`config.mk`:
```
export PLATFORM = sky130hd
export DESIGN_NAME = load_store_unit
export DESIGN_NICKNAME = d
export VERILOG_FILES = /design/src/rtl/lsu_pkg.sv /design/src/rtl/load_align.sv /design/src/rtl/load_store_unit.sv
export SDC_FILE = /design/constraint.sdc
export NUM_CORES = 1
export LEC_CHECK = 0
export CAP_MARGIN = 10
export CORE_AREA = 2 2 78 80
export DETAILED_ROUTE_END_ITERATION = 8
export DIE_AREA = 0 0 80 82
export PLACE_DENSITY = 0.84
export SETUP_SLACK_MARGIN = 0.1
export SLEW_MARGIN = 20
export SYNTH_ARGS = -nofsm -noshare
export SYNTH_HDL_FRONTEND = slang
export SYNTH_SLANG_ARGS = --single-unit
export TNS_END_PERCENT = 100
```
`constraint.sdc`:
```
create_clock -name vclk -period 0.85
set_input_delay 0.085 -clock vclk [all_inputs]
set_output_delay 0.085 -clock vclk [all_outputs]
set_load 0.02 [all_outputs]
```
`src/rtl/lsu_pkg.sv`:
```
// lsu_pkg: funct3 encodings, FSM state encoding and request classification
// helpers shared by the load/store unit and its load aligner.
package lsu_pkg;

  localparam logic [2:0] LB  = 3'b000;
  localparam logic [2:0] LH  = 3'b001;
  localparam logic [2:0] LW  = 3'b010;
  localparam logic [2:0] LBU = 3'b100;
  localparam logic [2:0] LHU = 3'b101;

  localparam logic [2:0] SB  = 3'b000;
  localparam logic [2:0] SH  = 3'b001;
  localparam logic [2:0] SW  = 3'b010;

  // state   | meaning
  // IDLE    | accepting requests; first sub-access of a split op runs here
  // LD_HI   | second word read of a split load, result returned this cycle
  // ST_BYTE | remaining byte writes of a split store
  typedef enum logic [1:0] {
    IDLE    = 2'd0,
    LD_HI   = 2'd1,
    ST_BYTE = 2'd2
  } lsu_state_e;

  // 011, 110 and 111 are not load/store widths in RV32I.
  function automatic logic is_invalid(input logic [2:0] f3);
    return (f3 == 3'b011) || (f3 == 3'b110) || (f3 == 3'b111);
  endfunction

  // Halfwords need an even address, words a 4-byte aligned one; bytes never trap.
  function automatic logic is_misaligned(input logic [2:0] f3, input logic [1:0] a);
    logic r;
    r = 1'b0;
    case (f3)
      LH, LHU: r = a[0];
      LW:      r = (a != 2'b00);
      default: r = 1'b0;
    endcase
    return r;
  endfunction

endpackage

```
`src/rtl/load_align.sv`:
```
// load_align: extracts a misaligned load result from two consecutive memory
// words. The pair {hi,lo} is shifted down by the byte offset, then halfwords
// are sign- or zero-extended and words are passed as-is.
module load_align
  import lsu_pkg::*;
#(
  parameter int DATA_WIDTH = 32
) (
  input  logic [DATA_WIDTH-1:0] i_lo,
  input  logic [DATA_WIDTH-1:0] i_hi,
  input  logic [1:0]            i_offset,
  input  logic [2:0]            i_funct3,
  output logic [DATA_WIDTH-1:0] o_data
);

  logic [2*DATA_WIDTH-1:0] w_pair;
  logic [DATA_WIDTH-1:0]   w_shifted;

  // Shift the word pair by the byte offset and apply the load extension
  always_comb begin
    w_pair    = {i_hi, i_lo};
    w_shifted = DATA_WIDTH'(w_pair >> {i_offset, 3'b000});
    case (i_funct3)
      LH:      o_data = {{(DATA_WIDTH-16){w_shifted[15]}}, w_shifted[15:0]};
      LHU:     o_data = {{(DATA_WIDTH-16){1'b0}}, w_shifted[15:0]};
      default: o_data = w_shifted;
    endcase
  end

endmodule

```
`src/rtl/load_store_unit.sv`:
```
// load_store_unit: RV32I memory-stage load/store unit.
// Aligned requests pass straight through to the data memory in the same cycle.
// Build option LSU_MISALIGN_EN: when defined, misaligned loads become two word
// reads and misaligned stores become a train of byte writes; when undefined,
// misaligned requests are only flagged and have no memory side effect.
module load_store_unit
  import lsu_pkg::*;
#(
  parameter int ADDR_WIDTH = 32,
  parameter int DATA_WIDTH = 32
) (
  input  logic                  clk,
  input  logic                  rst_n,
  input  logic                  req_valid,
  input  logic                  req_we,
  input  logic [2:0]            req_funct3,
  input  logic [ADDR_WIDTH-1:0] req_addr,
  input  logic [DATA_WIDTH-1:0] req_wdata,
  output logic                  stall,
  output logic [DATA_WIDTH-1:0] rsp_data,
  output logic                  misaligned_err,
  output logic                  mem_wr_en,
  output logic [2:0]            mem_funct3,
  output logic [ADDR_WIDTH-1:0] mem_addr,
  output logic [DATA_WIDTH-1:0] mem_wr_data,
  input  logic [DATA_WIDTH-1:0] mem_rd_data
);

  logic w_misaligned;
  logic w_invalid;

  // Classify the incoming request
  always_comb begin
    w_misaligned = is_misaligned(req_funct3, req_addr[1:0]);
    w_invalid    = is_invalid(req_funct3);
  end

`ifdef LSU_MISALIGN_EN

  lsu_state_e            r_state;
  logic [1:0]            r_cnt;
  logic [1:0]            r_idx;
  logic [ADDR_WIDTH-1:0] r_addr;
  logic [2:0]            r_funct3;
  logic [DATA_WIDTH-1:0] r_wdata;
  logic [DATA_WIDTH-1:0] r_lo;
  logic [ADDR_WIDTH-1:0] w_base;
  logic [DATA_WIDTH-1:0] w_ld_data;

  assign w_base = {r_addr[ADDR_WIDTH-1:2], 2'b00};

  load_align #(
    .DATA_WIDTH(DATA_WIDTH)
  ) u_load_align (
    .i_lo     (r_lo),
    .i_hi     (mem_rd_data),
    .i_offset (r_addr[1:0]),
    .i_funct3 (r_funct3),
    .o_data   (w_ld_data)
  );

  // Sequencer: latch the split request in IDLE, then walk LD_HI or ST_BYTE
  always_ff @(posedge clk or negedge rst_n) begin
    if (!rst_n) begin
      r_state  <= IDLE;
      r_cnt    <= 2'd0;
      r_idx    <= 2'd0;
      r_addr   <= '0;
      r_funct3 <= 3'b000;
      r_wdata  <= '0;
      r_lo     <= '0;
    end else begin
      case (r_state)
        IDLE: begin
          if (req_valid && w_misaligned) begin
            r_addr   <= req_addr;
            r_funct3 <= req_funct3;
            if (req_we) begin
              // byte 0 goes out this cycle; cnt counts the writes still owed
              r_wdata <= req_wdata;
              r_cnt   <= (req_funct3 == SW) ? 2'd3 : 2'd1;
              r_idx   <= 2'd1;
              r_state <= ST_BYTE;
            end else begin
              r_lo    <= mem_rd_data;
              r_state <= LD_HI;
            end
          end
        end
        LD_HI: begin
          r_state <= IDLE;
        end
        ST_BYTE: begin
          r_cnt <= r_cnt - 2'd1;
          r_idx <= r_idx + 2'd1;
          if (r_cnt == 2'd1) begin
            r_state <= IDLE;
          end
        end
        default: begin
          r_state <= IDLE;
        end
      endcase
    end
  end

  // Memory-side and response outputs for each state
  always_comb begin
    stall          = 1'b0;
    misaligned_err = 1'b0;
    mem_wr_en      = 1'b0;
    mem_funct3     = req_funct3;
    mem_addr       = req_addr;
    mem_wr_data    = req_wdata;
    rsp_data       = mem_rd_data;
    case (r_state)
      IDLE: begin
        if (req_valid) begin
          if (w_invalid) begin
            rsp_data = '0;
          end else if (w_misaligned) begin
            misaligned_err = 1'b1;
            stall          = 1'b1;
            if (req_we) begin
              mem_wr_en  = 1'b1;
              mem_funct3 = SB;
            end else begin
              mem_addr   = {req_addr[ADDR_WIDTH-1:2], 2'b00};
              mem_funct3 = LW;
            end
          end else begin
            mem_wr_en = req_we;
          end
        end
      end
      LD_HI: begin
        mem_addr    = w_base + ADDR_WIDTH'(4);
        mem_funct3  = LW;
        mem_wr_data = '0;
        rsp_data    = w_ld_data;
      end
      ST_BYTE: begin
        mem_wr_en   = 1'b1;
        mem_funct3  = SB;
        mem_addr    = r_addr + ADDR_WIDTH'(r_idx);
        mem_wr_data = r_wdata >> {r_idx, 3'b000};
        stall       = (r_cnt != 2'd1);
      end
      default: begin
        stall = 1'b0;
      end
    endcase
    // reset must silence the memory port at once, even with a request present
    if (!rst_n) begin
      stall     = 1'b0;
      mem_wr_en = 1'b0;
    end
  end

`else

  // Without split support the unit is purely combinational; clk has no load.
  logic w_unused_clk;
  assign w_unused_clk = clk;

  // Pass-through with misaligned and invalid requests suppressed
  always_comb begin
    stall          = 1'b0;
    misaligned_err = 1'b0;
    mem_wr_en      = 1'b0;
    mem_funct3     = req_funct3;
    mem_addr       = req_addr;
    mem_wr_data    = req_wdata;
    rsp_data       = mem_rd_data;
    if (req_valid) begin
      if (w_invalid) begin
        rsp_data = '0;
      end else if (w_misaligned) begin
        misaligned_err = 1'b1;
        rsp_data       = '0;
      end else begin
        mem_wr_en = req_we;
      end
    end
    if (!rst_n) begin
      mem_wr_en = 1'b0;
    end
  end

`endif

endmodule

```
# --- Word-level counts from Yosys, hierarchy flattened ---
# Cells that the tools add are included.
totals:
  output_inout_bits: 102
  register_bits: 0
  in_bits: 103
  word_cells: 21
classes:
  eq_ne: 6
  reduce_logical: 4
  muxes: 11
ops:
  columns: ["op", "n"]
  rows:
  - ["two-way mux 32 bit", 3]
  - ["equality test 3 bit, second input constant", 3]
  - ["two-way mux 1 bit", 7]
  - ["equality test 3 x 2 -> 1 bit, second input constant", 2]
  - ["equality test 3 x 1 -> 1 bit, second input constant", 1]
  - ["logical OR 1 bit", 2]
  - ["one-hot mux 1 bit (2 select lines)", 1]
  - ["nonzero test 2 bit", 1]
  - ["OR reduction 2 bit", 1]

# --- Depth between registers and ports, before layout ---
# Gate-level depths: netlist (run 1).
depth:
  word_depth: 7
  ltp_mapped: 3
  depth_no_buf: 2

# --- Worst setup path before layout (run 1) ---
# No wires, ideal clock.
synth_path:
  path_type: "input -> output"
  start: "in req_funct3[2]"
  end: "out rsp_data[10]"
  setup_slack_ns: -0.087
  arrival_time_ns: 0.852
  required_time_ns: 0.765
  cell_stages: 3
  cell_sequence: "o311ai_4 buf_6 and3_1"
synth_via:
  elab_chain_cells: 6
  word_cells_on_any_way: 13
  classes_between: "eq/ne: 6; mux: 4; reduce/logical: 3"
synth_rtl:
  columns: ["element", "line", "text"]
  rows:
  - ["from (decl)", "load_store_unit.sv:16", "input logic [2:0] req_funct3,"]
  - ["equality test 3 x 1 -> 1 bit / equality test 3 bit (equally long branches)", "lsu_pkg.sv:34", "case (f3)"]
  - ["OR reduction 2 bit", "lsu_pkg.sv:34", null]
  - ["one-hot mux 1 bit (2 select lines)", "lsu_pkg.sv:34", null]
  - ["two-way mux 32 bit", "load_store_unit.sv:178", "end else if (w_misaligned) begin"]
  - ["two-way mux 32 bit (*)", "load_store_unit.sv:176", "if (w_invalid) begin"]
  - ["two-way mux 32 bit (*)", "load_store_unit.sv:175", "if (req_valid) begin"]
  - ["to (decl)", "load_store_unit.sv:20", "output logic [DATA_WIDTH-1:0] rsp_data,"]
# Every way passes the cells marked *; elsewhere a longest branch is shown, timed or not.

# --- Final worst setup path (run 1) ---
layout_path:
  start: "in req_addr[1]"
  end: "out rsp_data[13]"
layout_via:
  elab_chain_cells: 5
layout_rtl:
  columns: ["element", "line", "text"]
  rows:
  - ["from (decl)", "load_store_unit.sv:17", "input logic [ADDR_WIDTH-1:0] req_addr,"]
  - ["nonzero test 2 bit", "lsu_pkg.sv:36", "LW: r = (a != 2'b00);"]
  - ["one-hot mux 1 bit (2 select lines)", "lsu_pkg.sv:34", null]
  - ["two-way mux 32 bit", "load_store_unit.sv:178", null]
  - ["two-way mux 32 bit", "load_store_unit.sv:176", null]
  - ["two-way mux 32 bit", "load_store_unit.sv:175", null]
# Every way passes these cells.

==> flow_summary.ini, run 1 <==
[global_route]
overflow = 0
antenna_found_initial = 0
grt_pass1_vias = 810
grt_pass1_wl_mm = 4.312
grt_use_total = 0.08188
grt_max_degree = 33

[die]
coreArea_sq_um = 5746
die_h_um = 82
fp.dieW_um = 80
fp-row-count = 28
io_pins = 205
die-area_sq_um = 6560
initial_core_util = 0.1476

[placed_design]
dp_hpwl_mm = 2.247
placed_cells_incl_taps = 204
placed_area_sq_um = 1411
io_buffers = 79
globalplace.congestion = 0.6536

[worst_hold_path]
min_path_type = in -> out
min_path_cells = 0

[critical_path]
critPathCaptureType = primary output
arrival_ns = 1.14
start_kind = input port
crit_required_ns = 0.76
path_max_fanout = 8
criticalPathCategory = in -> out

[finish]
seq_area_sq_um = 0
drive_above_1_share = 0.6788
area_growth_pct = 91.45
layout.cells.non_filler = 212
clockBufferCount = 0
design_area_sq_um = 1624
nFlopsAndLatches = 0
finalNetCount = 242
diodes = 0

[timing]
hold_viol_final = 0
whs_ns = 0.1700
drv_slew = 0
grt_setup_unrepaired = yes
period_needed_ns = 1.220
min_period_over_period = 1.435
fmax_ghz = 0.8196
fin_ws_ns = -0.3701
finalSetupTns_ns = -10.27
setup_viol = 34

[pwr]
pwr-share-seq = 0
p_int_mw = 0.6561
powerDensity_nw_per_um2 = 657.5
power_frac_clock = 0
p_leak_nw = 0.7051
power.switching_mw = 0.4118
finalPower_mw = 1.068
vdd_drop_max_v = 0.0002726
switching_share = 0.3856
comb_power_share = 1.000

[outcome]
outcome = complete, but fails checks
violations = setup timing

[job]
drv_cap = 0

[synth]
syn-num-nets = 219
yosys_warnings = 0
synth_area_sq_um = 848.3
avgSynthCellArea_sq_um = 7.313
syn_inst = 116
ys_seq_area_frac = 0
synth_cell_types = 14
synth.area.top_cells = buf_4 60%, and3_1 24%, buf_6 4.0%
yosys.area.top_type = buf_4
synth_top_area_frac = 0.6018

[clock_network]
cts_hold_repair.buffers = 0

[route]
vias = 856
antenna_left = 0
wirelength_mm = 3.132
route.detailed.drc = 0
routedWlPerCell_um = 14.77
via_per_inst = 4.038
detail_route.first_pass.iterations = 2
drt_iter0_drc = 5
## layout by cell type, fill, tap and decap left out, types with 2 or more instances in the layout
cell type	Yosys	final
and3_4	0	32
buf_12	0	3
buf_16	0	2
buf_4	68	5
buf_6	3	45
clkdlybuf4s50_1	0	32
dlygate4sd2_1	0	3
dlymetal6s2s_1	0	2
## critical path: stages
cell and delay, ns:
buf_8 0.10, o311ai_4 0.31, buf_6 0.15, buf_6 0.09
buf_12 0.11, and3_4 0.17, buf_6 0.11
## metrics by stage
step / util / worst slack (ns)
2_1_floorplan: - / -0.05086
3_3_place_gp: 0.2456 / -1.163
4_1_cts: 0.2803 / -0.3732
6_report: 0.2827 / -0.3701
5_1_grt: 0.2827 / -0.4144
3_5_place_dp: 0.2456 / -1.189
## per-layer routing
metal,part of all wire,up-vias,GRT usage
met4,0.062,0,0.05593
met3,0.14,28,0.02418
met2,0.47,71,0.1417
met1,0.33,385,0.08571
li1,-,372,-
met5,0,-,0
## cell families after synthesis
| logic type | synth area share |
|---|---|
| buffers and inverters | 0.6593 |
| AO/OA/AOI/OAI | 0.06489 |
| other | 0.004421 |
| AND/OR/NAND/NOR | 0.2714 |
## path summary, 6_finish.rpt
| kind | from | to | slack, ns |
|---|---|---|---|
| max | req_addr[1] | rsp_data[13] | -0.37 |
| min | req_addr[12] | mem_addr[12] | 0.17 |
## cell type report
class              instances  area [sq um]
fillers                  596          4121
multi-input cells         42         467.9
well taps                 75         93.84
repair buffers            95          1062
## power groups by stage
stage | Sequential (mW) | Combinational [mW] | Clock (mW)
4_1_cts | 0 | 1.08 | 0
3_5_place_dp | 0 | 0.931 | 0
6_report | 0 | 1.07 | 0
3_3_place_gp | 0 | 0.920 | 0
5_1_grt | 0 | 1.13 | 0
2_1_floorplan | 0 | 0.879 | 0
## cell usage after synthesis
library cell and instances:
nand4bb_1 1, o211ai_1 1, nand4b_1 1, buf_4 68
buf_6 3, clkbuf_2 3, conb_1 1, nor4_1 1
o21ai_1 1, o311ai_4 1, a21oi_1 1, o2111a_1 1
and3_1 32, nor2_1 1
## what timing repair did
| item | 4_1_cts | 5_1_grt |
|---|---|---|
| endpoints found under the setup margin | 39 | 35 |
| pin swaps | 6 | 3 |
| cloned | 3 | 0 |
| gates resized for setup | 255 | 13 |
| buffers inserted | 5 | 2 |
No activity file was read; power rests on OpenSTA's default activity.
==> run 2, diff against run 1 <==
Settings changed: REMOVE_ABC_BUFFERS set to 1.
==> run 2 against run 1 <==
The flow still finishes with violations (setup timing). Critical path type unchanged. Total power grew 6.1%. Final cell count up 1.9%. Maximum frequency is 3.0% lower. Critical path depth unchanged. First-iteration DRC count rose to 5.6 times the previous value. Non-clock buffer count up 4. Highest routed layer unchanged. Sequential cell count unchanged. Largest cell class unchanged. Utilization about the same.
==> flow_summary.ini, run 2 (synthesis gave the netlist of run 1 again) <==
[outcome]
outcome = complete, but fails checks
violations = setup timing

[pwr]
p_leak_nw = 0.6979
switching_share = 0.4164
comb_power_share = 1.000
p_int_mw = 0.6614
power_frac_clock = 0
vdd_drop_max_v = 0.0002849
powerDensity_nw_per_um2 = 698.4
power.switching_mw = 0.4720
pwr-share-seq = 0

[clock_network]
cts_hold_repair.buffers = 0

[die]
die_h_um = 82
fp.dieW_um = 80
coreArea_sq_um = 5746
die-area_sq_um = 6560
io_pins = 205
fp-row-count = 28
initial_core_util = 0.1476

[finish]
drive_above_1_share = 0.6809
seq_area_sq_um = 0
final_util = 0.2824
nFlopsAndLatches = 0
multiInputGateArea_sq_um = 455.4
layout_commonest_cell = buf_6
final_cell_mix = 46 x buf_6, 34 x clkdlybuf4s50_1, 32 x and3_4, 8 x buf_4, 3 x dlygate4sd2_1
diodes = 0
nFillCells = 614
finalNetCount = 246
clockBufferCount = 0
area_growth_pct = 91.30

[global_route]
grt_use_met3 = 0.3033
grt_util_met2 = 0.4450
grt_use_total = 0.2817
grt_pass1_wl_mm = 11.68
busiest_layer = met2
overflow = 0
antenna_found_initial = 0
grt_pass1_vias = 1012
grt.met1_usage = 0.2552
grt_max_degree = 17

[timing]
min_period_over_period = 1.480
hold_viol_final = 0
period_needed_ns = 1.258
fmax_ghz = 0.7950
grt_setup_unrepaired = yes
finalSetupTns_ns = -11.11
setup_viol = 34
fin_ws_ns = -0.4079
drv_slew = 0

[placed_design]
globalplace.congestion = 0.8928
dp_hpwl_mm = 8.405
io_buffers = 79

[critical_path]
critPathCaptureType = primary output
crit_buf_inv = 5
critPathTopFamily = buffers and inverters
crit_required_ns = 0.76
criticalPathCategory = in -> out
cpMostUsedCell = buf_6
path_max_fanout = 8
critPathMaxStageDelay_ns = 0.31
start_kind = input port
crit_slowest_cell = o311ai_4
crit_chain = buf_8 > o311ai_4 > buf_6 > buf_6 > buf_12 > and3_4 > buf_6
arrival_ns = 1.17

[route]
route.detailed.drc = 0
drt_iter0_drc = 28
detail_route.first_pass.iterations = 4
antenna_left = 0
vias = 983
wirelength_mm = 9.828
routedWlPerCell_um = 45.50
via_per_inst = 4.551

[worst_hold_path]
min_path_type = in -> out

[job]
drv_cap = 0
-- run 2: changes by cell type in the layout (fill, tap and decap cells not counted), sizes merged --
| cell | before | now |
|---|---|---|
| dlymetal6s2s | 2 | 0 |
| clkdlybuf4s50 | 32 | 34 |
| clkbuf | 0 | 1 |
| buf | 57 | 60 |
-- run 2: path summary, 6_finish.rpt --
check | startpoint | to | slack [ns] | depth (start not counted)
worst max-delay path | req_funct3[2] | rsp_data[28] | -0.41 | 7
worst min-delay path | req_addr[31] | mem_addr[31] | 0.17 | 0
-- run 2: layout make-up --
type / instances / share of cell area
multi-input combinational: 42 / 0.2806
timing repair buffer: 99 / 0.6615
tap: 75 / 0.05783
-- run 2: metal layers --
layer  up-vias  share of wire  wire length [um]
li1        375              -                 -
met1       445           0.30              2908
met2       155           0.44              4367
met3         8           0.24              2370
met4         0          0.019               182
met5         -              0                 0
-- run 2: timing repair --
action	in CTS	in global routing
setup endpoints to repair	39	35
endpoints found under the hold margin	0	0
cloned	4	1
resized for setup	284	11
setup buffers	7	1
pin swaps	12	7
-- run 2: per-stage QoR --
step | cell area, sq um | power [mW] | worst slack [ns] | cells | hold slack (ns)
4_1_cts | 1579 | 1.100 | -0.3737 | 216 | 0.1708
5_1_grt | 1623 | 1.178 | -0.4264 | 216 | 0.1702
2_1_floorplan | 289.0 | 0.2798 | -0.5294 | 42 | 0.1700
6_report | 1623 | 1.133 | -0.4079 | 216 | 0.1703
3_5_place_dp | 1254 | 0.8575 | -1.174 | 205 | 0.1708
3_3_place_gp | 1254 | 0.8634 | -1.127 | 205 | 0.1708
-- run 2: power by group through the flow --
| stage | sequential (mW) | combinational (mW) | clock [mW] |
|---|---|---|---|
| 2_1_floorplan | 0 | 0.280 | 0 |
| 5_1_grt | 0 | 1.18 | 0 |
| 4_1_cts | 0 | 1.10 | 0 |
| 3_3_place_gp | 0 | 0.863 | 0 |
| 3_5_place_dp | 0 | 0.858 | 0 |
| 6_report | 0 | 1.13 | 0 |
==> run 3, diff against run 2 <==
Settings changed: GPL_TIMING_DRIVEN set to 0.
==> run 3 against run 2 <==
Non-clock buffer count decreased by 2. Sequential share of layout area unchanged. Combinational power about the same. Count of clock-buffer cells in the layout stayed put. Via count increased by 2.5%. The run still ends with setup timing left. Sequential cell count unchanged. Maximum frequency up 5.5%.
==> flow_summary.ini, run 3 (synthesis gave the netlist of run 1 again) <==
[pwr]
vdd_drop_max_v = 0.0001344
p_leak_nw = 0.6995
finalPower_mw = 1.150
powerDensity_nw_per_um2 = 697.2

[finish]
finalNetCount = 245
nFlopsAndLatches = 0
area_growth_pct = 94.39
layout_commonest_cell = buf_6
seq_area_sq_um = 0
design_area_sq_um = 1649
nFillCells = 602
multiInputGateArea_sq_um = 485.5
diodes = 0
drive_above_1_share = 0.6571
final_cell_mix = 42 x buf_6, 32 x clkdlybuf4s50_1, 31 x and3_4, 7 x buf_4, 7 x dlygate4sd2_1
clockBufferCount = 0

[timing]
fin_ws_ns = -0.3423
grt_setup_unrepaired = yes
whs_ns = 0.1703
setup_viol = 34
min_period_over_period = 1.403
period_needed_ns = 1.192
hold_viol_final = 0
drv_slew = 0
fmax_ghz = 0.8387

[global_route]
grt_pass1_wl_mm = 11.71
antenna_found_initial = 0
grt_max_degree = 9
grt_use_total = 0.2807
grt_pass1_vias = 1000
overflow = 0

[placed_design]
io_buffers = 79
globalplace.congestion = 0.9116
placed_area_sq_um = 1189
pre_cts_slack_ns = -1.619
dp_hpwl_mm = 8.257

[route]
wirelength_mm = 9.770
vias = 1008
via_per_inst = 4.688
route.detailed.drc = 0
routedWlPerCell_um = 45.44
antenna_left = 0
detail_route.first_pass.iterations = 4
drt_iter0_drc = 81

[die]
die_h_um = 82
coreArea_sq_um = 5746
die-area_sq_um = 6560
initial_core_util = 0.1476
fp-row-count = 28
io_pins = 205
fp.dieW_um = 80

[outcome]
outcome = complete, but fails checks
violations = setup timing

[critical_path]
crit_required_ns = 0.76
path_max_fanout = 8
criticalPathCategory = in -> out
critPathCaptureType = primary output
start_kind = input port
arrival_ns = 1.11

[job]
drv_cap = 0

[worst_hold_path]
min_path_cells = 0
min_path_type = in -> out
## run 3: cell count changes in the layout (fill, tap and decap cells not counted), moves of 2 or more
cell	delta
buf_6	-4
dlygate4sd2_1	+4
buf_12	+3
clkdlybuf4s50_1	-2
## run 3: where the power goes
group          switching, mW  internal, mW  total, mW
logic                  0.487         0.663       1.15
clock network              0             0          0
registers                  0             0          0
## run 3: metrics by stage
step | utilization | setup TNS [ns] | std cells
2_1_floorplan | - | -16.94 | 42
3_3_place_gp | 0.2043 | -67.52 | 196
3_5_place_dp | 0.2069 | -54.49 | 198
4_1_cts | 0.2709 | -8.682 | 211
5_1_grt | 0.2870 | -11.03 | 215
6_report | 0.2870 | -10.11 | 215
## run 3: repair_timing
action	in CTS	in global routing
pin swaps	20	15
cloned	5	0
buffers inserted	10	4
hold buffers	0	0
endpoints found under the setup margin	39	34
gates resized for setup	303	12
## run 3: metal layers
metal	track usage	vias up	share of wire
met4	0.02881	0	0.014
met2	0.4550	167	0.45
met3	0.3791	10	0.29
li1	-	379	-
met5	0.01667	-	0
met1	0.2039	452	0.24
## run 3: critical path: stages
cell and delay [ns]:
buf_12 0.11, o311ai_4 0.33, buf_6 0.16, buf_16 0.11, and3_4 0.18, buf_6 0.12
## run 3: final timing paths
kind | startpoint | endpoint | slack (ns)
worst max-delay path | req_addr[0] | rsp_data[2] | -0.34
worst min-delay path | req_addr[31] | mem_addr[31] | 0.17
## run 3: area by class of cell
class                           count  share of cell area
Multi-Input combinational cell     43              0.2944
Timing Repair Buffer               97              0.6487
Tap cell                           75             0.05690
